## config.mk

```make
export PLATFORM = sky130hd
export DESIGN_NAME = fetch_unit
export DESIGN_NICKNAME = d
export VERILOG_FILES = /design/src/rtl/fetch_pkg.sv /design/src/rtl/fetch_fifo.sv /design/src/rtl/fetch_unit.sv
export SDC_FILE = /design/constraint.sdc
export NUM_CORES = 1
export LEC_CHECK = 0
export CAP_MARGIN = 20
export CORE_MARGIN = 10
export CORE_UTILIZATION = 46
export CTS_CLUSTER_DIAMETER = 80
export DETAILED_ROUTE_END_ITERATION = 7
export PLACE_DENSITY = 0.83
export SYNTH_ARGS = -nofsm -noshare
export SYNTH_HDL_FRONTEND = slang
export SYNTH_HIERARCHICAL = 1
export SYNTH_SLANG_ARGS = --single-unit
```

## constraint.sdc

```tcl
create_clock -name clk -period 2.2 [get_ports clk]
set_input_delay 0.44 -clock clk [delete_from_list [all_inputs] [get_ports clk]]
set_output_delay 0.44 -clock clk [all_outputs]
set_load 0.005 [all_outputs]
```

## src/rtl/fetch_pkg.sv

```systemverilog
// Shared types and constants for the instruction-fetch stage.
// Optional FETCH_TRACE_EN enables fetch/redirect/halt prints in fetch_unit.
package fetch_pkg;

    localparam int ADDR_W  = 8;
    localparam int INSTR_W = 8;
    localparam logic [INSTR_W-1:0] HALT_OP = 8'hFF;

    typedef enum logic [1:0] {
        BOOT,
        RUN,
        HALTED
    } fetch_state_t;

    typedef struct packed {
        logic [ADDR_W-1:0]  pc;
        logic [INSTR_W-1:0] instr;
    } fetch_entry_t;

endpackage

```

## src/rtl/fetch_fifo.sv

```systemverilog
// Prefetch FIFO: synchronous push/pop, flush, head and full/empty flags.
// DEPTH must be a power of two so the pointers wrap naturally.
module fetch_fifo
    import fetch_pkg::*;
#(
    parameter int DEPTH = 2,
    parameter int WIDTH = ADDR_W + INSTR_W
) (
    input  logic             clk,
    input  logic             rst,
    input  logic             i_push,
    input  logic             i_pop,
    input  logic             i_flush,
    input  logic [WIDTH-1:0] i_data,
    output logic [WIDTH-1:0] o_head,
    output logic             o_empty,
    output logic             o_full
);

    localparam int PW = (DEPTH > 1) ? $clog2(DEPTH) : 1;
    localparam int CW = $clog2(DEPTH) + 1;
    localparam logic [CW-1:0] FULL_CNT = CW'(DEPTH);

    logic [WIDTH-1:0] r_mem [DEPTH];
    logic [PW-1:0]    r_rd;
    logic [PW-1:0]    r_wr;
    logic [CW-1:0]    r_count;
    logic             w_pop;
    logic             w_push;

    assign o_empty = (r_count == '0);
    assign o_full  = (r_count == FULL_CNT);
    assign o_head  = r_mem[r_rd];
    assign w_pop   = i_pop & ~o_empty;
    assign w_push  = i_push & (~o_full | w_pop);

    // storage, pointers and occupancy; flush empties without touching storage
    always_ff @(posedge clk) begin
        if (rst) begin
            for (int i = 0; i < DEPTH; i++) r_mem[i] <= '0;
            r_rd    <= '0;
            r_wr    <= '0;
            r_count <= '0;
        end else if (i_flush) begin
            r_rd    <= '0;
            r_wr    <= '0;
            r_count <= '0;
        end else begin
            if (w_push) begin
                r_mem[r_wr] <= i_data;
                r_wr        <= r_wr + PW'(1);
            end
            if (w_pop) r_rd <= r_rd + PW'(1);
            unique case ({w_push, w_pop})
                2'b10:   r_count <= r_count + CW'(1);
                2'b01:   r_count <= r_count - CW'(1);
                default: r_count <= r_count;
            endcase
        end
    end

endmodule

```

## src/rtl/fetch_unit.sv

```systemverilog
// Fetch stage: PC, BOOT/RUN/HALTED control, prefetch FIFO to decode.
// Define FETCH_TRACE_EN to print fetch, redirect and halt events.
module fetch_unit
    import fetch_pkg::*;
#(
    parameter int                     ADDR_WIDTH  = ADDR_W,
    parameter int                     INSTR_WIDTH = INSTR_W,
    parameter int                     FIFO_DEPTH  = 2,
    parameter logic [ADDR_WIDTH-1:0]  RESET_PC    = '0,
    parameter logic [INSTR_WIDTH-1:0] HALT_OPCODE = HALT_OP
) (
    input  logic                   clk,
    input  logic                   rst,
    output logic [ADDR_WIDTH-1:0]  pc,
    input  logic [INSTR_WIDTH-1:0] instructions,
    output logic [INSTR_WIDTH-1:0] instr_out,
    output logic [ADDR_WIDTH-1:0]  instr_pc,
    output logic                   instr_valid,
    input  logic                   instr_ready,
    input  logic                   branch_taken,
    input  logic [ADDR_WIDTH-1:0]  branch_target,
    output logic                   halted
);

    localparam int EW = ADDR_WIDTH + INSTR_WIDTH;

    fetch_state_t          r_state;
    fetch_state_t          w_next;
    logic [ADDR_WIDTH-1:0] r_pc;
    logic [ADDR_WIDTH-1:0] w_pc_next;
    logic [EW-1:0]         w_head;
    logic                  w_empty;
    logic                  w_full;
    logic                  w_pop;
    logic                  w_push;
    logic                  w_flush;
    logic                  w_is_halt;

    assign w_pop     = instr_valid & instr_ready;
    assign w_flush   = branch_taken & (r_state != BOOT);
    assign w_push    = (r_state == RUN) & ~branch_taken & (~w_full | w_pop);
    assign w_is_halt = (instructions == HALT_OPCODE);

    assign pc          = r_pc;
    assign instr_valid = ~w_empty;
    assign instr_pc    = w_head[EW-1:INSTR_WIDTH];
    assign instr_out   = w_head[INSTR_WIDTH-1:0];
    assign halted      = (r_state == HALTED);

    fetch_fifo #(
        .DEPTH (FIFO_DEPTH),
        .WIDTH (EW)
    ) u_fifo (
        .clk     (clk),
        .rst     (rst),
        .i_push  (w_push),
        .i_pop   (w_pop),
        .i_flush (w_flush),
        .i_data  ({r_pc, instructions}),
        .o_head  (w_head),
        .o_empty (w_empty),
        .o_full  (w_full)
    );

    // state and PC registers
    always_ff @(posedge clk) begin
        if (rst) begin
            r_state <= BOOT;
            r_pc    <= RESET_PC;
        end else begin
            r_state <= w_next;
            r_pc    <= w_pc_next;
        end
    end

    // next state and next PC; a fetched halt keeps the PC on itself
    always_comb begin
        w_next    = r_state;
        w_pc_next = r_pc;
        unique case (r_state)
            BOOT:   w_next = RUN;
            RUN:    if (w_push && w_is_halt) w_next = HALTED;
            HALTED: if (w_flush) w_next = RUN;
            default: w_next = BOOT;
        endcase
        if (w_flush)
            w_pc_next = branch_target;
        else if (w_push && !w_is_halt)
            w_pc_next = r_pc + ADDR_WIDTH'(1);
    end

`ifdef FETCH_TRACE_EN
    // simulation trace of fetch activity
    always_ff @(posedge clk) begin
        if (!rst) begin
            if (w_push)
                $display("--Fetch-- at address: %b : instr: %b", r_pc, instructions);
            if (w_flush)
                $display("--Redirect-- to: %b", branch_target);
            if (r_state == RUN && w_next == HALTED)
                $display("--Halted--");
        end
    end
`else
    // trace compiled out
`endif

endmodule

```

* Yosys cells after proc, flatten, opt, wreduce, memory -nomap -nowiden *
Memories as Yosys holds them, arrays and structs flattened. A register that Yosys moved wholly into a read port is not among the register bits.
Index checks and enable logic that the tools add are counted.

storage, ports and cells
  register bits = 14
  RAM bits = 32
  bits of input ports = 20
  output and inout port bits = 26
  word-level logic and storage cells = 58
  memories kept = 1

memories
  name          words  width  rd ports  clocked after Yosys merged registers in  write ports  line              text
  u_fifo.r_mem  2      16     1         1                                        2            fetch_fifo.sv:24  logic [WIDTH-1:0] r_mem [DEPTH];

cells by class
  add/subtract/negate cells = 5
  eq/ne operators = 8
  muxes and demuxes = 17
  bitwise logic cells = 11
  reduce and logical (&&, ||, !) cells = 11

operators by type and width
  kind                 number
  $mux 16              1
  $mux 8               2
  $reduce_or 16->1     1
  $mux 1               10
  $add 8x1->8 const B  1
  $eq 8x8->1 const B   1
  $and 1x1->1          6
  $eq 2x2->1 const B   3
  $pmux 2 s3           1
  $reduce_bool 2->1    3
  $eq 2x1->1 const B   2
  $logic_not 2->1      2
  $mux 2               2
  $ne 2x1->1 const B   2
  $pmux 2 s2           1
  $not 1->1            3
  $add 1x1->1 const B  2
  $add 2x1->2 const B  1
  $logic_and 1x1->1    2
  $or 1x1->1           2
  $reduce_and 2->1     1
  $reduce_or 2->1      1
  $sub 2x1->2 const B  1
  $logic_not 1->1      1

* Longest topological paths before layout *
Gate-level depths: netlist of run 1.

  depth after elaboration = 12
  mapped depth = 8
  gate-level depth less buffers = 7

* Cells and area by module *
Netlist of run 1, hierarchy kept.

by module, submodules not included
  module      times used  cells each  area each (um2)  seq. area each (um2)
  fetch_fifo  1           117         1692.9           1061.0
  fetch_unit  1           69          605.6            200.2

* Least setup slack after synthesis of run 1 *
No wires, ideal clock.

  kind = reg2reg
  from = reg r_state[1]
  to = mem u_fifo/r_mem[0][0] in the netlist's numbering, enable pin
  library setup time = 0.334 ns
  arrival = 1.974 ns
  setup slack = -0.107 ns
  cell stages (with the launch flop) = 7
  buffers on the path = 1
  cell sequence = dfxtp_1 > o21ai_1 > buf_2 > inv_1 > or2_1 > nor4b_4 > or2_2

RTL lines
  what                    line              text
  start, declared         fetch_unit.sv:27  fetch_state_t r_state;
  start signal, assigned  fetch_unit.sv:71  r_state <= w_next;
  end, declared           fetch_fifo.sv:24

==> results of run 1 <==
==> sequential cells by signal, summed over array words and instances (netlist names), named ones only <==
signal / cells
pc: 8
u_fifo/r_rd: 1
u_fifo/r_count: 2
u_fifo/r_wr: 1
r_state: 2
u_fifo/r_mem: 32
==> kinds of logic (layout without fill, tap and decap cells) <==
kind of cell | count (synthesis) | count (layout) | synth area share, %
compound gates | 19 | 19 | 6.04
flops | 47 | 47 | 54.9
fa+ha+maj | 1 | 1 | 0.544
buf+inv | 12 | 68 | 2.78
simple gates | 81 | 81 | 24.1
xor+xnor | 9 | 9 | 3.43
mux | 17 | 17 | 8.27
==> layer usage <==
metal	routed length, um	global-route usage (%)
met2	2290	19.7
met3	256	4.41
met5	0	0
met1	2020	13.0
met4	34	3.45
==> critical path, delay by kind of cell (launching register included) <==
kind / cells / cell delay [ns]
buffers and inverters: 2 / 0.68
DFF: 1 / 0.31
muxes: 1 / 0.37
==> final cells by class <==
cell class	instances	area, um^2
fillers	390	1800
clock buffers	6	82.6
multi-input cells	127	980
inverters	5	18.8
well taps	67	83.8
repair buffers	55	526
clock inverters	2	38.8
flip-flops and latches	47	1260
==> layout by cell type, fill, tap and decap left out, drive strengths merged, types with 7 or more instances in the layout <==
cell / instances
edfxtp: 32
xnor2: 7
clkdlybuf4s50: 45
and2: 32
dfxtp: 15
mux2: 16
buf: 10
nor2: 17
a211oi: 7
==> path summary, 6_finish.rpt <==
check	slack, ns	from	to
min	0.51	u_fifo/r_rd	flop
max	0.09	flop	instr_pc[1]
max reg2reg	0.21	u_fifo/r_count[0]	u_fifo/r_mem[1][4]
min reg2reg	0.51	u_fifo/r_rd	flop
==> stage by stage <==
step	total power [mW]	setup TNS [ns]
CTS	1.92	0
detailed placement	1.26	-2.79
global placement	1.25	-0.920
global route	1.98	0
floorplan	1.13	0
finish	1.90	0
==> power by group through the flow <==
stage               Sequential (mW)  Combinational, mW  Clock (mW)
floorplan                      1.03             0.0990           0
global placement               1.03              0.218           0
detailed placement             1.04              0.223           0
CTS                            1.02              0.225       0.677
global route                   1.02              0.241       0.723
finish                         1.02              0.220       0.664
==> summary.txt, run 1 <==
Final nets: 262
CP arrival: 1.67 ns
count leader, synth: edfxtp_1
sequential-to-total area share from yosys stat: 54.9%
internal power: 1.49 mW
critical path class: reg -> out
Syn Area/Cell: 12.4 um^2
die width: 90.7 um
CTS buffer count: 5
post-route setup slack: 0.0886 ns
Initial Util: 48.0%
DR iter-0 viols: 69
Slowest-stage cell, CP: clkdlybuf4s50_1
Slew headroom: 73.5%
CP Capture Type: primary output
post-place setup slack: -0.101 ns
pwr/cell area: 635 nW/um^2
Longest Clk Path Bufs: 2
dominant synthesized flop cell: edfxtp_1
cell taking the most area after synthesis: edfxtp_1
die footprint: 8220 um^2
Period minus WS final: 2.11 ns
Sw Share: 21.5%
Max Cap Viol: 0
Synth Register Bits: 47
reg2reg path depth: 6
hold path depth: 2
Vias: 1534
Via density: 4.96
Area Growth Syn to Fin: 30.1%
Combinational Power Share: 11.6%
Clock Sinks: 47
Port Buf Inserts: 45
post-route DRC violation count: 0
Clock Latency Late Sink: 0.30 ns
TritonCTS clock tree: yes
largest net degree at the start of global routing: 18
GP Congestion: 0.728
initial antenna violation count: 0
Final Cell Area: 2990 um^2
commonest cells in the synthesized netlist: edfxtp_1, and2_1, mux2_2
Leakage: 1.10 nW
Worst Path Max Fanout: 16
Syn Nets: 207
DP Cell Count: 301
vias in the first global route: 1635
Hold WS: 0.514 ns
final setup fails: 0
post-CTS setup buffer count: 0
share of the synthesized area in the top cell type: 41.8%
Routed WL: 4.61 mm
fraction of layout cells with a size suffix above 1: 26.9%
Hold WC Path Type: reg -> reg
fin crit share: 96.0%
Final Core Density: 62.5%
Worst-path clk slew: 0.08 ns
Post-CTS Hold Buffers: 0
io pins: 46
Peak Freq: 474 MHz
Non-Filler Instances: 309
global-route wire length before repair: 7.78 mm
Cell Chain, Critical Path: buf_4, mux2_2, clkdlybuf4s50_1
Resize count post-CTS: 0
Worst VDD drop: 0.408 mV
Final Max Slew Viols: 0
Reg power frac: 53.4%
Yosys warnings: 6
RSZ-0062 raised after global routing: false
Worst Tran Pin Value: 0.398 ns
core area: 4790 um^2
CTS root buf: clkbuf_8
Unique masters post-synth: 42
DP HPWL: 3.37 mm
gr usage total: 11.5%
ant diodes: 0
Placement Rows: 25
top post-synthesis cells by area: edfxtp_1, dfxtp_1, mux2_2
clock power share: 35.0%
Detailed Routing Iterations Pass 1: 5
DR WL/cell: 14.9 um
Post-synth EDFFs: 32
CTS H-tree depth: 2
ANT nets after route: 0
Net Sw Power: 0.409 mW
FFs w/ async S/R, synth: 0%
total congestion overflow: 0
synthesized instance count: 186
startpoint class of the critical path: flop
Die H: 90.7 um
Final Hold Fails: 0
skew final: 0.00439 ns
slowest stage delay, CP: 0.45 ns
placed cell areas: 2870 um^2
CP required: 1.76 ns
Mapped Area: 2300 um^2
outcome: completed
Power figures use the tool's default switching activity.
==> run 2, diff against run 1 <==
Settings changed: CTS_CLUSTER_SIZE from default to 20, SETUP_SLACK_MARGIN from default to 0.02.
==> run 2 against run 1 <==
Against the previous run: wire length up 0.17%; critical endpoint unchanged; non-clock buffer count stayed put; cell count unchanged; largest cell class unchanged; largest power group unchanged.
==> summary.txt, run 2 (synthesized netlist as in run 1, its figures left out) <==
DP Cell Count: 301 (unchanged)
TritonCTS clock tree: yes
clock power share: 35.0% (about the same)
critical path class: reg -> out
CTS root buf: clkbuf_8
Net Sw Power: 0.409 mW (about the same)
CP arrival: 1.64 ns (-0.03 ns)
initial antenna violation count: 0 (unchanged)
Area Growth Syn to Fin: 30.3%
reg2reg setup slack: 0.21 ns (about the same)
reg2reg path depth: 6 (unchanged)
DP HPWL: 3.37 mm (unchanged)
core area: 4790 um^2 (unchanged)
Final Core Density: 62.6% (+0.078 points)
largest net degree at the start of global routing: 18 (unchanged)
Initial Util: 48.0% (unchanged)
CP required: 1.76 ns (about the same)
Worst VDD drop: 0.408 mV (about the same)
Peak Freq: 482 MHz (+1.8%)
register area: 1260 um^2 (unchanged)
DR iter-0 viols: 77 (+12%)
Final nets: 262 (unchanged)
placed cell areas: 2870 um^2 (unchanged)
Detailed Routing Iterations Pass 1: 5 (unchanged)
Leakage: 1.11 nW (about the same)
commonest non-fill, non-tap cells in the layout: clkdlybuf4s50_1, edfxtp_1, and2_1
Hold WS: 0.514 ns (unchanged)
Slew headroom: 73.5% (about the same)
Worst Path Max Fanout: 16 (unchanged)
M3 GR Usage: 4.41% (unchanged)
fillers: 390 (unchanged)
Pwr Total: 1.90 mW (about the same)
Die H: 90.7 um (unchanged)
Post-CTS Hold Buffers: 0 (unchanged)
most common cell after layout, fill and taps aside: clkdlybuf4s50_1
met1 Track Usage GR: 13.0% (unchanged)
CTS buffer count: 5 (unchanged)
Final Cell Area: 2990 um^2 (+0.13%)
Clock Latency Late Sink: 0.30 ns (about the same)
Period minus WS final: 2.08 ns (-0.0363 ns)
Via density: 4.97 (about the same)
Top Usage Layer GRT: met2
Combinational Power Share: 11.6% (about the same)
Vias: 1535 (+0.065%)
skew final: 0.00439 ns (unchanged)
footprint of the multi-input gates: 980 um^2 (unchanged)
die width: 90.7 um (unchanged)
Port Buf Inserts: 45 (unchanged)
RSZ-0062 raised after global routing: false
met2 Usage GRT: 19.7% (unchanged)
Final Max Slew Viols: 0 (unchanged)
FF-to-FF End: u_fifo/r_mem[1][4]
post-route DRC violation count: 0 (unchanged)
CP Capture Type: primary output
Routed WL: 4.61 mm (+0.17%)
fin crit share: 94.3% (-1.7 points)
pwr/cell area: 635 nW/um^2 (-0.12%)
Non-Filler Instances: 309 (unchanged)
die footprint: 8220 um^2 (unchanged)
global-route wire length before repair: 7.78 mm (unchanged)
largest reg by FF count: u_fifo/r_mem
Reg power frac: 53.4% (about the same)
Worst-path clk slew: 0.08 ns (about the same)
Placement Rows: 25 (unchanged)
fraction of layout cells with a size suffix above 1: 26.9% (unchanged)
hold path start: u_fifo/r_rd
total congestion overflow: 0 (unchanged)
Worst Tran Pin Value: 0.398 ns (-0.000137 ns)
Hold WC Path Type: reg -> reg
Sw Share: 21.5% (about the same)
outcome: completed
final setup fails: 0 (unchanged)
gr usage total: 11.5% (unchanged)
CTS H-tree depth: 2 (unchanged)
Final Hold Fails: 0 (unchanged)
startpoint class of the critical path: flop
Longest Clk Path Bufs: 2 (unchanged)
DR WL/cell: 14.9 um (+0.17%)
max FFs per register: 32 (unchanged)
RR Startpoint: u_fifo/r_count[0]
Max Cap Viol: 0 (unchanged)
io pins: 46 (unchanged)
Clock Sinks: 47 (unchanged)
ant diodes: 0 (unchanged)
ANT nets after route: 0 (unchanged)
vias in the first global route: 1635 (unchanged)
hold path depth: 2 (unchanged)
internal power: 1.49 mW (about the same)
GP Congestion: 0.728 (unchanged)
[run 2: cell counts in the layout (fill, tap and decap cells not counted)]
No cell type changed its count.
[run 2: power groups by stage]
stage / clock network (mW) / registers (mW) / logic [mW]
after global placement: 0 / 1.03 / 0.218
final: 0.664 / 1.02 / 0.221
after floorplan: 0 / 1.03 / 0.0990
after detailed placement: 0 / 1.04 / 0.223
after CTS: 0.677 / 1.02 / 0.225
after global routing: 0.723 / 1.02 / 0.241
[run 2: worst max-delay path by stage]
stage                startpoint                  end
floorplan            r_state[1]   u_fifo/r_mem[0][0]
global placement    instr_ready  u_fifo/r_mem[1][14]
detailed placement  instr_ready  u_fifo/r_mem[1][14]
CTS                        flop          instr_pc[7]
global route               flop          instr_pc[1]
finish                     flop          instr_pc[1]
[run 2: per-layer routing]
metal,share of wire (%),vias to the layer above
met5,0,-
met4,0.74,0
met3,5.5,5
met2,50,36
met1,44,730
li1,-,764
[run 2: cell type report]
| type | count | area share (%) |
|---|---|---|
| clock buffers | 6 | 2.76 |
| well taps | 67 | 2.80 |
| flip-flops and latches | 47 | 42.1 |
| repair buffers | 55 | 17.7 |
| clock inverters | 2 | 1.30 |
| inverters | 5 | 0.627 |
| multi-input cells | 127 | 32.7 |
[run 2: per-stage QoR]
step,setup WS [ns],setup TNS (ns)
after global placement,-0.0380,-0.920
after CTS,0.0690,0
final,0.125,0
after detailed placement,-0.101,-2.79
after floorplan,0.0745,0
after global routing,0.0532,0
[run 2: repair_timing]
action                                  CTS  global route
endpoints found under the setup margin    0             5
buffers inserted                          0             0
gates resized for setup                   0             1
[run 2: critical path: stages (launching register included)]
cell	delay, ns
dfxtp_1	0.33
buf_6	0.19
mux2_2	0.36
clkdlybuf4s50_1	0.45
